[src/rtl/noc_switch_allocator.sv]
// Per-output round-robin switch allocator with packet locking; grants are combinational (zero latency).
// A full downstream FIFO blocks its output only; an unlocked stalled output keeps no memory of the stalled grant.
module noc_switch_allocator #(
  parameter int RADIX_IN   = 4,
  parameter int RADIX_OUT  = 4,
  parameter int ADDR_WIDTH = 2,
  parameter int SEL_WIDTH  = (RADIX_IN > 1) ? $clog2(RADIX_IN) : 1
) (
  input  logic                           clk,
  input  logic                           rst,
  input  logic [RADIX_IN-1:0]            req_valid,
  input  logic [RADIX_IN*ADDR_WIDTH-1:0] req_dest,
  input  logic [RADIX_IN-1:0]            req_last,
  output logic [RADIX_IN-1:0]            req_deq,
  input  logic [RADIX_OUT-1:0]           FIFO_FULL_downstream,
  output logic [RADIX_OUT-1:0]           FIFO_ENQ_downstream,
  output logic [RADIX_OUT*SEL_WIDTH-1:0] xbar_sel,
  output logic [RADIX_OUT-1:0]           out_locked,
  output logic [RADIX_IN-1:0]            dest_err
);

  logic [RADIX_OUT-1:0]  r_locked;
  logic [SEL_WIDTH-1:0]  r_owner  [RADIX_OUT];
  logic [SEL_WIDTH-1:0]  r_rr_ptr [RADIX_OUT];

  logic [ADDR_WIDTH-1:0] w_dest   [RADIX_IN];
  logic [RADIX_OUT-1:0]  w_req    [RADIX_IN];
  logic [RADIX_IN-1:0]   w_bad;
  logic [RADIX_OUT-1:0]  w_found;
  logic [RADIX_OUT-1:0]  w_xfer;
  logic [SEL_WIDTH-1:0]  w_cand   [RADIX_OUT];

  for (genvar gi = 0; gi < RADIX_IN; gi++) begin : g_dest
    assign w_dest[gi] = req_dest[gi*ADDR_WIDTH +: ADDR_WIDTH];
  end

  always_comb begin
    for (int i = 0; i < RADIX_IN; i++) begin
      w_bad[i] = int'(w_dest[i]) >= RADIX_OUT;
      for (int o = 0; o < RADIX_OUT; o++) begin
        w_req[i][o] = req_valid[i] && (int'(w_dest[i]) == o);
      end
    end
  end

  // A locked output only listens to its owner; otherwise scan from the round-robin pointer.
  always_comb begin
    int v_idx;
    v_idx = 0;
    for (int o = 0; o < RADIX_OUT; o++) begin
      w_found[o] = 1'b0;
      w_cand[o]  = '0;
      if (r_locked[o]) begin
        w_found[o] = w_req[r_owner[o]][o];
        w_cand[o]  = r_owner[o];
      end else begin
        for (int k = 0; k < RADIX_IN; k++) begin
          v_idx = (int'(r_rr_ptr[o]) + k) % RADIX_IN;
          if (!w_found[o] && w_req[v_idx][o]) begin
            w_found[o] = 1'b1;
            w_cand[o]  = SEL_WIDTH'(v_idx);
          end
        end
      end
      w_xfer[o] = w_found[o] && !FIFO_FULL_downstream[o] && !rst;
    end
  end

  always_comb begin
    req_deq             = '0;
    xbar_sel            = '0;
    FIFO_ENQ_downstream = w_xfer;
    for (int o = 0; o < RADIX_OUT; o++) begin
      if (w_xfer[o]) begin
        req_deq[w_cand[o]] = 1'b1;
      end
      if (!rst) begin
        xbar_sel[o*SEL_WIDTH +: SEL_WIDTH] = w_xfer[o]   ? w_cand[o]  :
                                             r_locked[o] ? r_owner[o] : r_rr_ptr[o];
      end
    end
    out_locked = rst ? '0 : r_locked;
    dest_err   = rst ? '0 : (req_valid & w_bad);
  end

  // Tail releases the output and advances the pointer past the winner; body flits lock it.
  always_ff @(posedge clk) begin
    if (rst) begin
      r_locked <= '0;
      for (int o = 0; o < RADIX_OUT; o++) begin
        r_owner[o]  <= '0;
        r_rr_ptr[o] <= '0;
      end
    end else begin
      for (int o = 0; o < RADIX_OUT; o++) begin
        if (w_xfer[o]) begin
          if (req_last[w_cand[o]]) begin
            r_locked[o] <= 1'b0;
            r_rr_ptr[o] <= SEL_WIDTH'((int'(w_cand[o]) + 1) % RADIX_IN);
          end else begin
            r_locked[o] <= 1'b1;
            r_owner[o]  <= w_cand[o];
          end
        end
      end
    end
  end

endmodule
[config.mk]
export PLATFORM = sky130hd
export DESIGN_NAME = noc_switch_allocator
export DESIGN_NICKNAME = d
export VERILOG_FILES = /design/src/rtl/noc_switch_allocator.sv
export SDC_FILE = /design/constraint.sdc
export NUM_CORES = 1
export LEC_CHECK = 0
export ABC_AREA = 0
export BUFFER_PORTS_ARGS = -buffer_cell sky130_fd_sc_hd__buf_2
export CAP_MARGIN = 30
export CORE_ASPECT_RATIO = 0.75
export CORE_MARGIN = 1.5
export CORE_UTILIZATION = 55
export DETAILED_ROUTE_END_ITERATION = 10
export PLACE_DENSITY_LB_ADDON = 0.08
export SYNTH_ARGS = -nofsm -noshare
export SYNTH_HDL_FRONTEND = slang
export SYNTH_SLANG_ARGS = --single-unit
[constraint.sdc]
create_clock -name clk -period 6.4 [get_ports clk]
set_clock_uncertainty 0.05 [all_clocks]
set_input_delay 0.32 -clock clk [delete_from_list [all_inputs] [get_ports clk]]
set_output_delay 0.32 -clock clk [all_outputs]
set_load 0.01 [all_outputs]
=== Word-level counts from Yosys, hierarchy flattened ===
Memory sizes are Yosys's and may differ from the RTL's.
Index checks and enable logic that the tools add are counted.
Widths: inputs -> output; s select.

* Register bits after elaboration: 4
* Bits in latches: 0
* Bits in writable memories: 16
* Bits in read-only memories: 0
* Input port bits: 22
* Output and inout port bits: 24
* Memories: 2

* $add $sub $neg: 16
* $mul: 0
* Divide/modulo/power cells: 0
* Order comparisons: 28
* Eq/ne operators: 12
* Shifts and indexed selects: 0
* Muxes and demuxes: 187
* Bitwise operators: 43
* Reduce and logical (&&, ||, !) cells: 73

{| class="wikitable"
|+ Memories
! memory !! depth !! bits a word !! rd ports !! clocked after memory_dff !! write ports !! line !! source
|-
| r_owner || 4 || 2 || 4 || 0 || 4 || 23 || <nowiki>logic [SEL_WIDTH-1:0] r_owner [RADIX_OUT];</nowiki>
|-
| r_rr_ptr || 4 || 2 || 4 || 0 || 4 || 24 || <nowiki>logic [SEL_WIDTH-1:0] r_rr_ptr [RADIX_OUT];</nowiki>
|}

{| class="wikitable"
|+ Operator list
! cell !! count
|-
| $ge 32x3->1 const B || 16
|-
| $not 32->32 || 12
|-
| $bmux 4 s2 || 20
|-
| $not 2->32 || 4
|-
| $mux 2 || 50
|-
| $mux 1 || 84
|-
| $mux 4 || 15
|-
| $logic_and 1x1->1 || 40
|-
| $mux 3 || 10
|-
| $reduce_or 2->1 || 12
|-
| $logic_not 1->1 || 17
|-
| $add 2x1->2 const B || 8
|-
| $add 2x2->2 const B || 8
|-
| $eq 2x2->1 const B || 8
|-
| $and 1x1->1 const A || 12
|-
| $ge 3x3->1 const B || 4
|-
| $lt 2x3->1 const B || 4
|-
| $not 2->3 || 4
|-
| $or 4x4->4 || 3
|-
| $bmux 1 s2 || 4
|-
| $demux 1 s2 || 4
|-
| $eq 2x1->1 const B || 4
|-
| $ge 2x1->1 const B || 4
|-
| $logic_not 2->1 || 4
|-
| $or 1x1->1 || 8
|}

=== Logic depth before layout (Yosys ltp) ===
* Word-level depth: 30
* Mapped depth: 10

=== Worst setup path before layout ===
Ideal clock, no wire load.

* Kind: input-to-output
* Start point: in req_dest[4]
* End point: out req_deq[2]
* Arrival time: 2429 ps
* Data required time: 6030 ps
* Setup slack: 3601 ps
* Cell stages on the path: 10
* Cell sequence: clkbuf_1 -> and3_1 -> o21ai_0 -> a32o_1 -> o21a_1 -> nor3_1 -> inv_1 -> ha_1 -> a22o_1 -> a221o_1

{| class="wikitable"
|+ RTL lines
! item !! line !! source
|-
| start: declaration || 12 || <nowiki>input logic [RADIX_IN*ADDR_WIDTH-1:0] req_dest,</nowiki>
|-
| end: declaration || 14 || <nowiki>output logic [RADIX_IN-1:0] req_deq,</nowiki>
|}

==> results.toml <==
[timing]
slew_violations = 0
max_freq_mhz = 304.9
rsz0062_at_grt = "no"
finalSetupViolations = 0
slew_headroom_pct = 48.61
hold_viol = 0
min_period_ns = 3.280
fin_setup_tns_ns = 0
worst_slew_pin_slew_ns = 0.7627
fin_crit_sh_pct = 51.24

[setup_path]
criticalPathCategory = "reg -> out"
r2r_setup_slack_ns = 3.66
start_kind = "flip-flop"
crit_fanout = 9
critPathArrivalTime_ns = 2.91
endpoint_kind = "output pin"
worstPathRequired_ns = 6.03

[power_and_ir_drop]
peakVddDrop_mv = 0.1448
power.density_mw_per_mm2 = 170.0
internal-power_w = 0.0002873
clockPowerShare_pct = 16.8
leakage_nw = 1.185
p_sw_share_pct = 40.75
combPwrFrac_pct = 47.0
power_frac_seq_pct = 36.2
p_sw_w = 0.0001976

[finish]
nets = 375
area_growth_pct = 9.616
drive_gt1_share_pct = 19.76
multiInputGateArea_mm2 = 0.001873
fill_cells = 388
stdcell_count = 396
diodes = 0
seq_area_um2 = 560.5

[synth]
netlist_area_mm2 = 0.002602
ys.flop_type = "edfxtp_1"
async_flop_share_pct = 0
synth_area_per_cell_um2 = 8.341
netlist_instances = 312
synth_seq_cells = 20
ys_seq_area_share_pct = 21.54
synth-edff-count = 16
synth-warning-count = 0
ys_types = 73

[clocking]
cts_hold_buf = 0
cts_made_buffers = 3
clk_latency_ns = 0.26
cts_tree = "done"
path_clk_slew_ns = 0.07
clock_sinks = 20
cts_resized = 0
ctsLongestPathBuffers = 2
post_cts_buffers = 0
cts.htree.levels = 1
cts_root_buf = "clkbuf_8"

[status]
status = "complete, no violations"

[drt]
initialDrtViolationCount = 231
wire_per_inst_um = 18.85
drc = 0
antenna_left = 0
num_vias = 2688
drt-vias-per-instance = 6.788
drt-total-wl_mm = 7.464
dr.pass1.iters = 6

[global_routing]
grtUsageMet2_pct = 42.78
grt_pass1_vias = 2419
use_met3_pct = 5.547
grt_pass1_wl_mm = 12.03
grt_usage_pct = 29.80
antenna_found_initial = 0
grt_max_degree = 22
grt_use_met1_pct = 44.99
busiest_layer = "met1"
gr-total-overflow = 0

[place]
io_buffers = 41
gp_congestion = 0.9332
dp_cells = 393
hpwl_mm = 5.726

[floorplanning]
dieArea_mm2 = 0.005158
die_w_um = 82.43
core_region_area_mm2 = 0.004493
fp-row-count = 21
start_util_pct = 57.92
io_pins = 46
dieHeight_um = 62.57

[worst_hold_path]
hp-class = "in -> reg"

[job]
drv_cap = 0
-- metal layers --
| metal | wire, um | vias up |
|---|---|---|
| met3 | 763 | 18 |
| met4 | 114 | 0 |
| met2 | 3154 | 174 |
| met1 | 3432 | 1220 |
| met5 | 0 | - |
| li1 | - | 1276 |
-- layout make-up --
cell class	instances	share of cell area [%]
multi-input combinational	252	65.66
tap	57	2.500
timing repair buffer	45	8.246
sequential	20	19.65
inverter	19	2.500
clock buffer	3	1.447
-- cells in the final DEF (no fill, tap or decap), types with 10 or more instances in the layout --
cell type / netlist / routed
buf_2: 2 / 41
nor2_1: 22 / 22
inv_1: 19 / 19
edfxtp_1: 16 / 16
nand2_1: 15 / 15
o21ai_0: 15 / 15
nand3_1: 13 / 13
ha_1: 12 / 12
a21oi_1: 10 / 10
nor3_1: 10 / 10
-- worst paths after layout --
kind,from,end,depth (start not counted)
min,FIFO_FULL_downstream[2],r_locked[2],3
max reg2reg,r_rr_ptr[1][0],r_owner[1][1],6
max,r_rr_ptr[3][0],req_deq[2],10
min reg2reg,r_locked[3],r_locked[3],2
-- cells in the mapped netlist, types with 3 or more instances --
| cell | instances | area, um2 |
|---|---|---|
| nor2_1 | 22 | 82.58 |
| inv_1 | 19 | 71.32 |
| clkbuf_1 | 17 | 63.81 |
| edfxtp_1 | 16 | 480.5 |
| nand2_1 | 15 | 56.30 |
| o21ai_0 | 15 | 75.07 |
| nand3_1 | 13 | 65.06 |
| ha_1 | 12 | 150.1 |
| a21oi_1 | 10 | 50.05 |
| nor3_1 | 10 | 50.05 |
| and3_1 | 8 | 50.05 |
| mux2i_1 | 8 | 80.08 |
| nand3b_1 | 8 | 60.06 |
| and3b_1 | 7 | 61.31 |
| a211oi_1 | 6 | 45.04 |
| a31oi_1 | 5 | 31.28 |
| nand2b_1 | 5 | 31.28 |
| o211ai_1 | 5 | 37.54 |
| a221o_1 | 4 | 40.04 |
| a22o_1 | 4 | 35.03 |
| buf_4 | 4 | 30.03 |
| dfxtp_1 | 4 | 80.08 |
| mux4_2 | 4 | 90.09 |
| nor2b_1 | 4 | 25.02 |
| nor3b_1 | 4 | 30.03 |
| nor4_1 | 4 | 25.02 |
| o211a_1 | 4 | 40.04 |
| a21o_1 | 3 | 22.52 |
| a311oi_1 | 3 | 26.28 |
| and2_1 | 3 | 18.77 |
| nand4_1 | 3 | 18.77 |
| nor4b_1 | 3 | 26.28 |
| o21a_1 | 3 | 22.52 |
| o221a_2 | 3 | 33.78 |
| or3b_1 | 3 | 26.28 |
-- state kept, by name (all words and copies together) (netlist names) --
| register | flops |
|---|---|
| r_owner | 8 |
| r_rr_ptr | 8 |
| r_locked | 4 |
-- power groups by stage --
stage / sequential (W) / clock [W] / combinational [W]
global placement: 0.000178 / 0 / 0.000220
detailed placement: 0.000177 / 0 / 0.000222
CTS: 0.000174 / 0.0000829 / 0.000223
floorplan: 0.000166 / 0 / 0.000167
global route: 0.000177 / 0.0000893 / 0.000250
finish: 0.000175 / 0.0000816 / 0.000228
-- critical path, cell delays in order, from the launching register on --
cell,delay (ns)
edfxtp_1,0.51
inv_1,0.15
nand3_1,0.08
a21oi_1,0.37
nor4_1,0.12
nor3_1,0.46
inv_1,0.13
ha_1,0.21
a22o_1,0.22
a221o_1,0.25
buf_2,0.14
-- stage by stage --
step	hold slack, ns	cell area, um2	util, %	setup slack [ns]	power (W)
floorplan	0.4114	2614	-	3.601	0.0003329
global placement	0.5215	2811	62.57	3.328	0.0003972
detailed placement	0.5154	2811	62.57	3.259	0.0003989
CTS	0.2494	2853	63.49	3.115	0.0004804
global route	0.2674	2853	63.49	2.891	0.0005162
finish	0.2462	2853	63.49	3.120	0.0004849
-- kinds of logic after synthesis --
kind of cell,after synthesis,share of synthesized area [%]
mux,13,6.971
other cells,1,0.1441
flops,20,21.54
compound gates,95,29.14
buf+inv,43,6.923
fa+ha+maj,12,5.769
xor+xnor,2,0.6732
simple gates,126,28.85
(Power assumes the default switching activity.)
